**src/rtl/pipeline_control_stage.sv**
```systemverilog
// Control-side pipeline registers (D->E->M->W) for the 5-stage RV32I core.
// Also handles branch resolution, load-use stalls, flushes and EX operand forwarding selects.
module pipeline_control_stage #(
    parameter int unsigned REG_ADDR_W = 5,
    parameter int unsigned ALU_CTRL_W = 3
) (
    input  logic                  clk,
    input  logic                  rst,
    input  logic                  d_reg_write,
    input  logic                  d_mem_write,
    input  logic                  d_branch,
    input  logic                  d_jump,
    input  logic                  d_branch_neg,
    input  logic                  d_alu_src,
    input  logic [1:0]            d_result_src,
    input  logic [ALU_CTRL_W-1:0] d_alu_ctrl,
    input  logic [REG_ADDR_W-1:0] d_rs1,
    input  logic [REG_ADDR_W-1:0] d_rs2,
    input  logic [REG_ADDR_W-1:0] d_rd,
    input  logic                  e_zero,
    output logic [ALU_CTRL_W-1:0] e_alu_ctrl,
    output logic                  e_alu_src,
    output logic [1:0]            e_forward_a,
    output logic [1:0]            e_forward_b,
    output logic                  pc_src,
    output logic                  stall_f,
    output logic                  stall_d,
    output logic                  flush_d,
    output logic                  m_mem_write,
    output logic [REG_ADDR_W-1:0] m_rd,
    output logic                  w_reg_write,
    output logic [1:0]            w_result_src,
    output logic [REG_ADDR_W-1:0] w_rd
);

    localparam logic [1:0] RES_MEM  = 2'b01;
    localparam logic [1:0] FWD_NONE = 2'b00;
    localparam logic [1:0] FWD_WB   = 2'b01;
    localparam logic [1:0] FWD_MEM  = 2'b10;

    typedef struct packed {
        logic                  reg_write;
        logic                  mem_write;
        logic                  branch;
        logic                  jump;
        logic                  branch_neg;
        logic                  alu_src;
        logic [1:0]            result_src;
        logic [ALU_CTRL_W-1:0] alu_ctrl;
        logic [REG_ADDR_W-1:0] rs1;
        logic [REG_ADDR_W-1:0] rs2;
        logic [REG_ADDR_W-1:0] rd;
    } e_ctrl_t;

    typedef struct packed {
        logic                  reg_write;
        logic                  mem_write;
        logic [1:0]            result_src;
        logic [REG_ADDR_W-1:0] rd;
    } m_ctrl_t;

    typedef struct packed {
        logic                  reg_write;
        logic [1:0]            result_src;
        logic [REG_ADDR_W-1:0] rd;
    } w_ctrl_t;

    e_ctrl_t d_word;
    e_ctrl_t e_q;
    m_ctrl_t m_q;
    w_ctrl_t w_q;

    logic branch_taken;
    logic lw_stall;
    logic flush_e;

    always_comb begin
        d_word            = '0;
        d_word.reg_write  = d_reg_write;
        d_word.mem_write  = d_mem_write;
        d_word.branch     = d_branch;
        d_word.jump       = d_jump;
        d_word.branch_neg = d_branch_neg;
        d_word.alu_src    = d_alu_src;
        d_word.result_src = d_result_src;
        d_word.alu_ctrl   = d_alu_ctrl;
        d_word.rs1        = d_rs1;
        d_word.rs2        = d_rs2;
        d_word.rd         = d_rd;
    end

    // D->E register: a flush or load-use stall inserts a bubble.
    always_ff @(posedge clk or posedge rst) begin
        if (rst) begin
            e_q <= '0;
        end else if (flush_e) begin
            e_q <= '0;
        end else begin
            e_q <= d_word;
        end
    end

    // E->M and M->W always advance.
    always_ff @(posedge clk or posedge rst) begin
        if (rst) begin
            m_q <= '0;
            w_q <= '0;
        end else begin
            m_q.reg_write  <= e_q.reg_write;
            m_q.mem_write  <= e_q.mem_write;
            m_q.result_src <= e_q.result_src;
            m_q.rd         <= e_q.rd;
            w_q.reg_write  <= m_q.reg_write;
            w_q.result_src <= m_q.result_src;
            w_q.rd         <= m_q.rd;
        end
    end

    // Branch resolution, hazard detection; a redirect overrides any stall.
    always_comb begin
        branch_taken = e_q.branch & (e_q.branch_neg ? e_zero : ~e_zero);
        pc_src       = e_q.jump | branch_taken;
        lw_stall     = (e_q.result_src == RES_MEM) && (e_q.rd != '0)
                       && ((e_q.rd == d_rs1) || (e_q.rd == d_rs2));
        stall_f      = lw_stall & ~pc_src;
        stall_d      = lw_stall & ~pc_src;
        flush_d      = pc_src;
        flush_e      = pc_src | lw_stall;
    end

    // Operand forwarding: MEM has priority over WB, x0 never forwards.
    always_comb begin
        e_forward_a = FWD_NONE;
        e_forward_b = FWD_NONE;
        if (m_q.reg_write && (m_q.rd != '0) && (m_q.rd == e_q.rs1)) begin
            e_forward_a = FWD_MEM;
        end else if (w_q.reg_write && (w_q.rd != '0) && (w_q.rd == e_q.rs1)) begin
            e_forward_a = FWD_WB;
        end
        if (m_q.reg_write && (m_q.rd != '0) && (m_q.rd == e_q.rs2)) begin
            e_forward_b = FWD_MEM;
        end else if (w_q.reg_write && (w_q.rd != '0) && (w_q.rd == e_q.rs2)) begin
            e_forward_b = FWD_WB;
        end
    end

    assign e_alu_ctrl   = e_q.alu_ctrl;
    assign e_alu_src    = e_q.alu_src;
    assign m_mem_write  = m_q.mem_write;
    assign m_rd         = m_q.rd;
    assign w_reg_write  = w_q.reg_write;
    assign w_result_src = w_q.result_src;
    assign w_rd         = w_q.rd;

endmodule

```
**config.mk**
```make
export PLATFORM = sky130hd
export DESIGN_NAME = pipeline_control_stage
export DESIGN_NICKNAME = d
export VERILOG_FILES = /design/src/rtl/pipeline_control_stage.sv
export SDC_FILE = /design/constraint.sdc
export NUM_CORES = 1
export LEC_CHECK = 0
export ABC_AREA = 1
export CELL_PAD_IN_SITES_DETAIL_PLACEMENT = 2
export CELL_PAD_IN_SITES_GLOBAL_PLACEMENT = 2
export CORE_ASPECT_RATIO = 2
export CORE_MARGIN = 5
export CORE_UTILIZATION = 30
export CTS_CLUSTER_SIZE = 16
export DETAILED_ROUTE_END_ITERATION = 16
export GPL_ROUTABILITY_DRIVEN = 0
export GPL_TIMING_DRIVEN = 0
export PLACE_DENSITY_LB_ADDON = 0.1
export SETUP_SLACK_MARGIN = 0.02
export SLEW_MARGIN = 5
export SYNTH_ARGS = -nofsm -noshare
export SYNTH_HDL_FRONTEND = slang
export SYNTH_SLANG_ARGS = --single-unit
```
**constraint.sdc**
```tcl
create_clock -name clk -period 3.6 [get_ports clk]
set_input_delay 0.72 -clock clk [delete_from_list [all_inputs] [get_ports clk]]
set_output_delay 0.72 -clock clk [all_outputs]
set_load 0.005 [all_outputs]
```
==> impl_metrics.yaml <==
status:
  result_of_the_run: "complete, no violations"
synth:
  synth_seq_cells: 43
  ys_seq_area_share_pct: 57.5
  synth.distinct_cells: 15
  synth_enable_flop_cells: 0
  synth_top_cell_by_area: "dfrtp_1"
  synth_top_flop_cell: "dfrtp_1"
  syn_nets: 229
  post-synth-top-area-fraction_pct: 57.5
  async_reset_ff_share_pct: 100
  mean_syn_cell_area_um2: 9.35
  syn-instance-count: 200
  synthesis.area_mm2: 0.00187
  yosysWarningCount: 0
  synth_top_cells_by_area: "dfrtp_1, xnor2_1, inv_1"
cts:
  tritoncts.num_buffers: 5
  cts_root_buf: "clkbuf_16"
  cts.htree.levels: 2
  ctsLongestPathBuffers: 2
  clkSlewWorstSetupHoldPaths_ps: 60
  ctsHoldBuffers: 0
  setup_bufs_post_cts: 0
  post_cts_resize_count: 0
  cts_sinks: 43
  insertion_delay_ps: 290
  tritoncts: "built"
grt:
  groute.usage.overall_pct: 14.6
  gr-usage-met2_pct: 29.0
  grt_use_met3_pct: 4.15
  grt_start_max_net_pins: 31
  grt_first_pass_wirelength_um: 8400
  gr-total-overflow: 0
  grt_pass1_vias: 1718
  grt_antenna_before_repair: 0
  grt.busiest_layer: "met2"
  use_met1_pct: 12.6
timing:
  slew-limit-headroom_pct: 77.3
  hold_viol: 0
  fmax_mhz: 301
  totalNegativeSetupSlack_ps: 0
  finalClockSkew_ps: 3.26
  setup_violations: 0
  rsz0062_at_grt: "no"
  final_period_minus_worst_setup_slack_ps: 3320
  post-route-period-util_pct: 92.3
  slew_viol_final: 0
  worst_slew_pin_slew_ps: 339
setup_path:
  crit-reg2reg-launch: "e_q[1]$_DFF_PP0_"
  worstReg2RegEnd: "e_alu_ctrl[2]$_DFF_PP0_"
  cp-startpoint: "d_rs2[1]"
  timing.critical_path.fanout_max: 2
  setup.worst_path.class: "input port to output pin"
  worstSetupEndpoint: "stall_f"
  timing.critical_path.arrival_ps: 2600
  timing.reg2reg.setup_slack_ps: 2110
  cp-end-kind: "output pin"
  reg2reg_depth: 10
  crit_path_start_kind: "input port"
  data_required_time_at_the_worst_endpoint_ps: 2880
final_layout:
  synthToLayoutAreaGrowth_pct: 44.9
  final_common_cell: "clkdlybuf4s50_1"
  finish.instance_area_mm2: 0.00271
  drive_above_1_share_pct: 9.89
  antenna_cell_count: 0
  n_fill_cell: 669
  final_nets: 291
  final_cell_count_no_fill: 347
  most-common-layout-cells: "clkdlybuf4s50_1, dfrtp_1, nor2_1"
drt:
  drc_errors: 0
  detailroute.via_count: 1464
  totalWireLength_um: 5030
  ant_nets: 0
  drt_iter0_drc: 22
  length_of_the_first_detailed_routing_pass_in_iterations: 4
  routedWlPerCell_um: 14.5
  drt-vias-per-instance: 4.22
power:
  peakVddDrop_uv: 371
  p_int_mw: 1.09
  pleak_nw: 1.35
  clkPwrFrac_pct: 35.5
  power_switching_share_pct: 26.7
  pwr_density_cell_mw_per_mm2: 549
  comb_power_share_pct: 23.1
  p_sw_mw: 0.397
  seq_power_share_pct: 41.3
placement:
  post-place-cells: 339
  postPlaceCellArea_mm2: 0.00254
  hpwl_reported_at_the_end_of_detailed_placement_um: 4070
  io_buffer_count: 54
worst_hold_path:
  timing.hold.worst.class: "flip-flop to flip-flop"
  worstHoldPathCells: 0
floorplanning:
  start_util_pct: 30.9
  dieArea_mm2: 0.00801
  floorplan.rows: 40
  floorplan.io_pins: 55
  die_height_um: 122
  die_width_um: 65.8
  fp.coreArea_mm2: 0.00606
flow_run:
  max-cap-violations: 0
==> per-stage QoR <==
stage                     utilization (%)  power, mW  setup WS (ps)  hold slack (ps)
after CTS                            44.8       1.52            215              353
after global placement               41.5      0.964            329              334
after floorplan                         -      0.796           1480              331
after detailed placement             41.9      0.981            229              340
after global routing                 44.8       1.58            118              365
final                                44.8       1.49            276              349
==> flip-flops by register name, summed over array words and instances (netlist names) <==
register      flops
w_result_src      2
m_q               3
e_alu_src         1
e_q              22
e_alu_ctrl        3
m_rd              5
m_mem_write       1
w_rd              5
w_reg_write       1
==> how the worst min path moves through the flow <==
stage | start | to | slack, ps
3_3_place_gp | e_q[24]$_DFF_PP0_ | m_mem_write$_DFF_PP0_ | 330
3_5_place_dp | e_q[24]$_DFF_PP0_ | m_mem_write$_DFF_PP0_ | 340
6_report | m_q[6]$_DFF_PP0_ | w_result_src[1]$_DFF_PP0_ | 350
4_1_cts | m_q[6]$_DFF_PP0_ | w_result_src[1]$_DFF_PP0_ | 350
5_1_grt | e_q[25]$_DFF_PP0_ | m_q[8]$_DFF_PP0_ | 370
2_1_floorplan | e_q[24]$_DFF_PP0_ | m_mem_write$_DFF_PP0_ | 330
==> Yosys cell counts (2+ instances only) <==
cell     count
nor3_1       4
inv_1       38
nand2_1     28
nand3_1      4
nor2_1      38
xnor2_1     17
buf_4       10
xor2_1       6
nand4_1      4
o21ai_0      2
nor2_2       2
buf_6        2
dfrtp_1     43
==> routing by layer <==
| metal | up-vias | share of wire, % |
|---|---|---|
| li1 | 698 | - |
| met1 | 717 | 29 |
| met2 | 43 | 63 |
| met3 | 6 | 5.5 |
| met4 | 0 | 2.2 |
| met5 | - | 0 |
==> critical path: stages <==
cell,delay [ps]
clkdlybuf4s50_1,500
inv_1,70
nand2_1,60
nand2_1,50
nor2_1,160
nand3_1,100
nand2_1,90
nand2_2,70
nor2_1,160
buf_4,140
clkdlybuf4s50_1,490
==> power by group through the flow <==
stage	Combinational (mW)	Sequential (mW)	Clock (mW)
6_report	0.344	0.615	0.529
5_1_grt	0.385	0.628	0.570
4_1_cts	0.359	0.618	0.544
3_5_place_dp	0.355	0.627	0
3_3_place_gp	0.343	0.621	0
2_1_floorplan	0.184	0.611	0
==> cells by family after synthesis <==
family	count (synthesis)	synth area share (%)
and+or+nand+nor	82	18.3
buffers and inverters	50	12.8
DFF	43	57.5
xor gates and xnor gates	23	10.8
AOI/OAI and AO/OA	2	0.535
==> area by class of cell <==
cell class	count	area (µm²)	share of cell area (%)
plain buffers	12	97.6	3.60
clock buffers	6	139	5.12
clock inverters	2	35.0	1.29
inverters	38	143	5.26
multi-input cells	107	554	20.5
flip-flops and latches	43	1080	39.7
well taps	84	105	3.88
repair buffers	55	561	20.7
(Power assumes the default switching activity.)
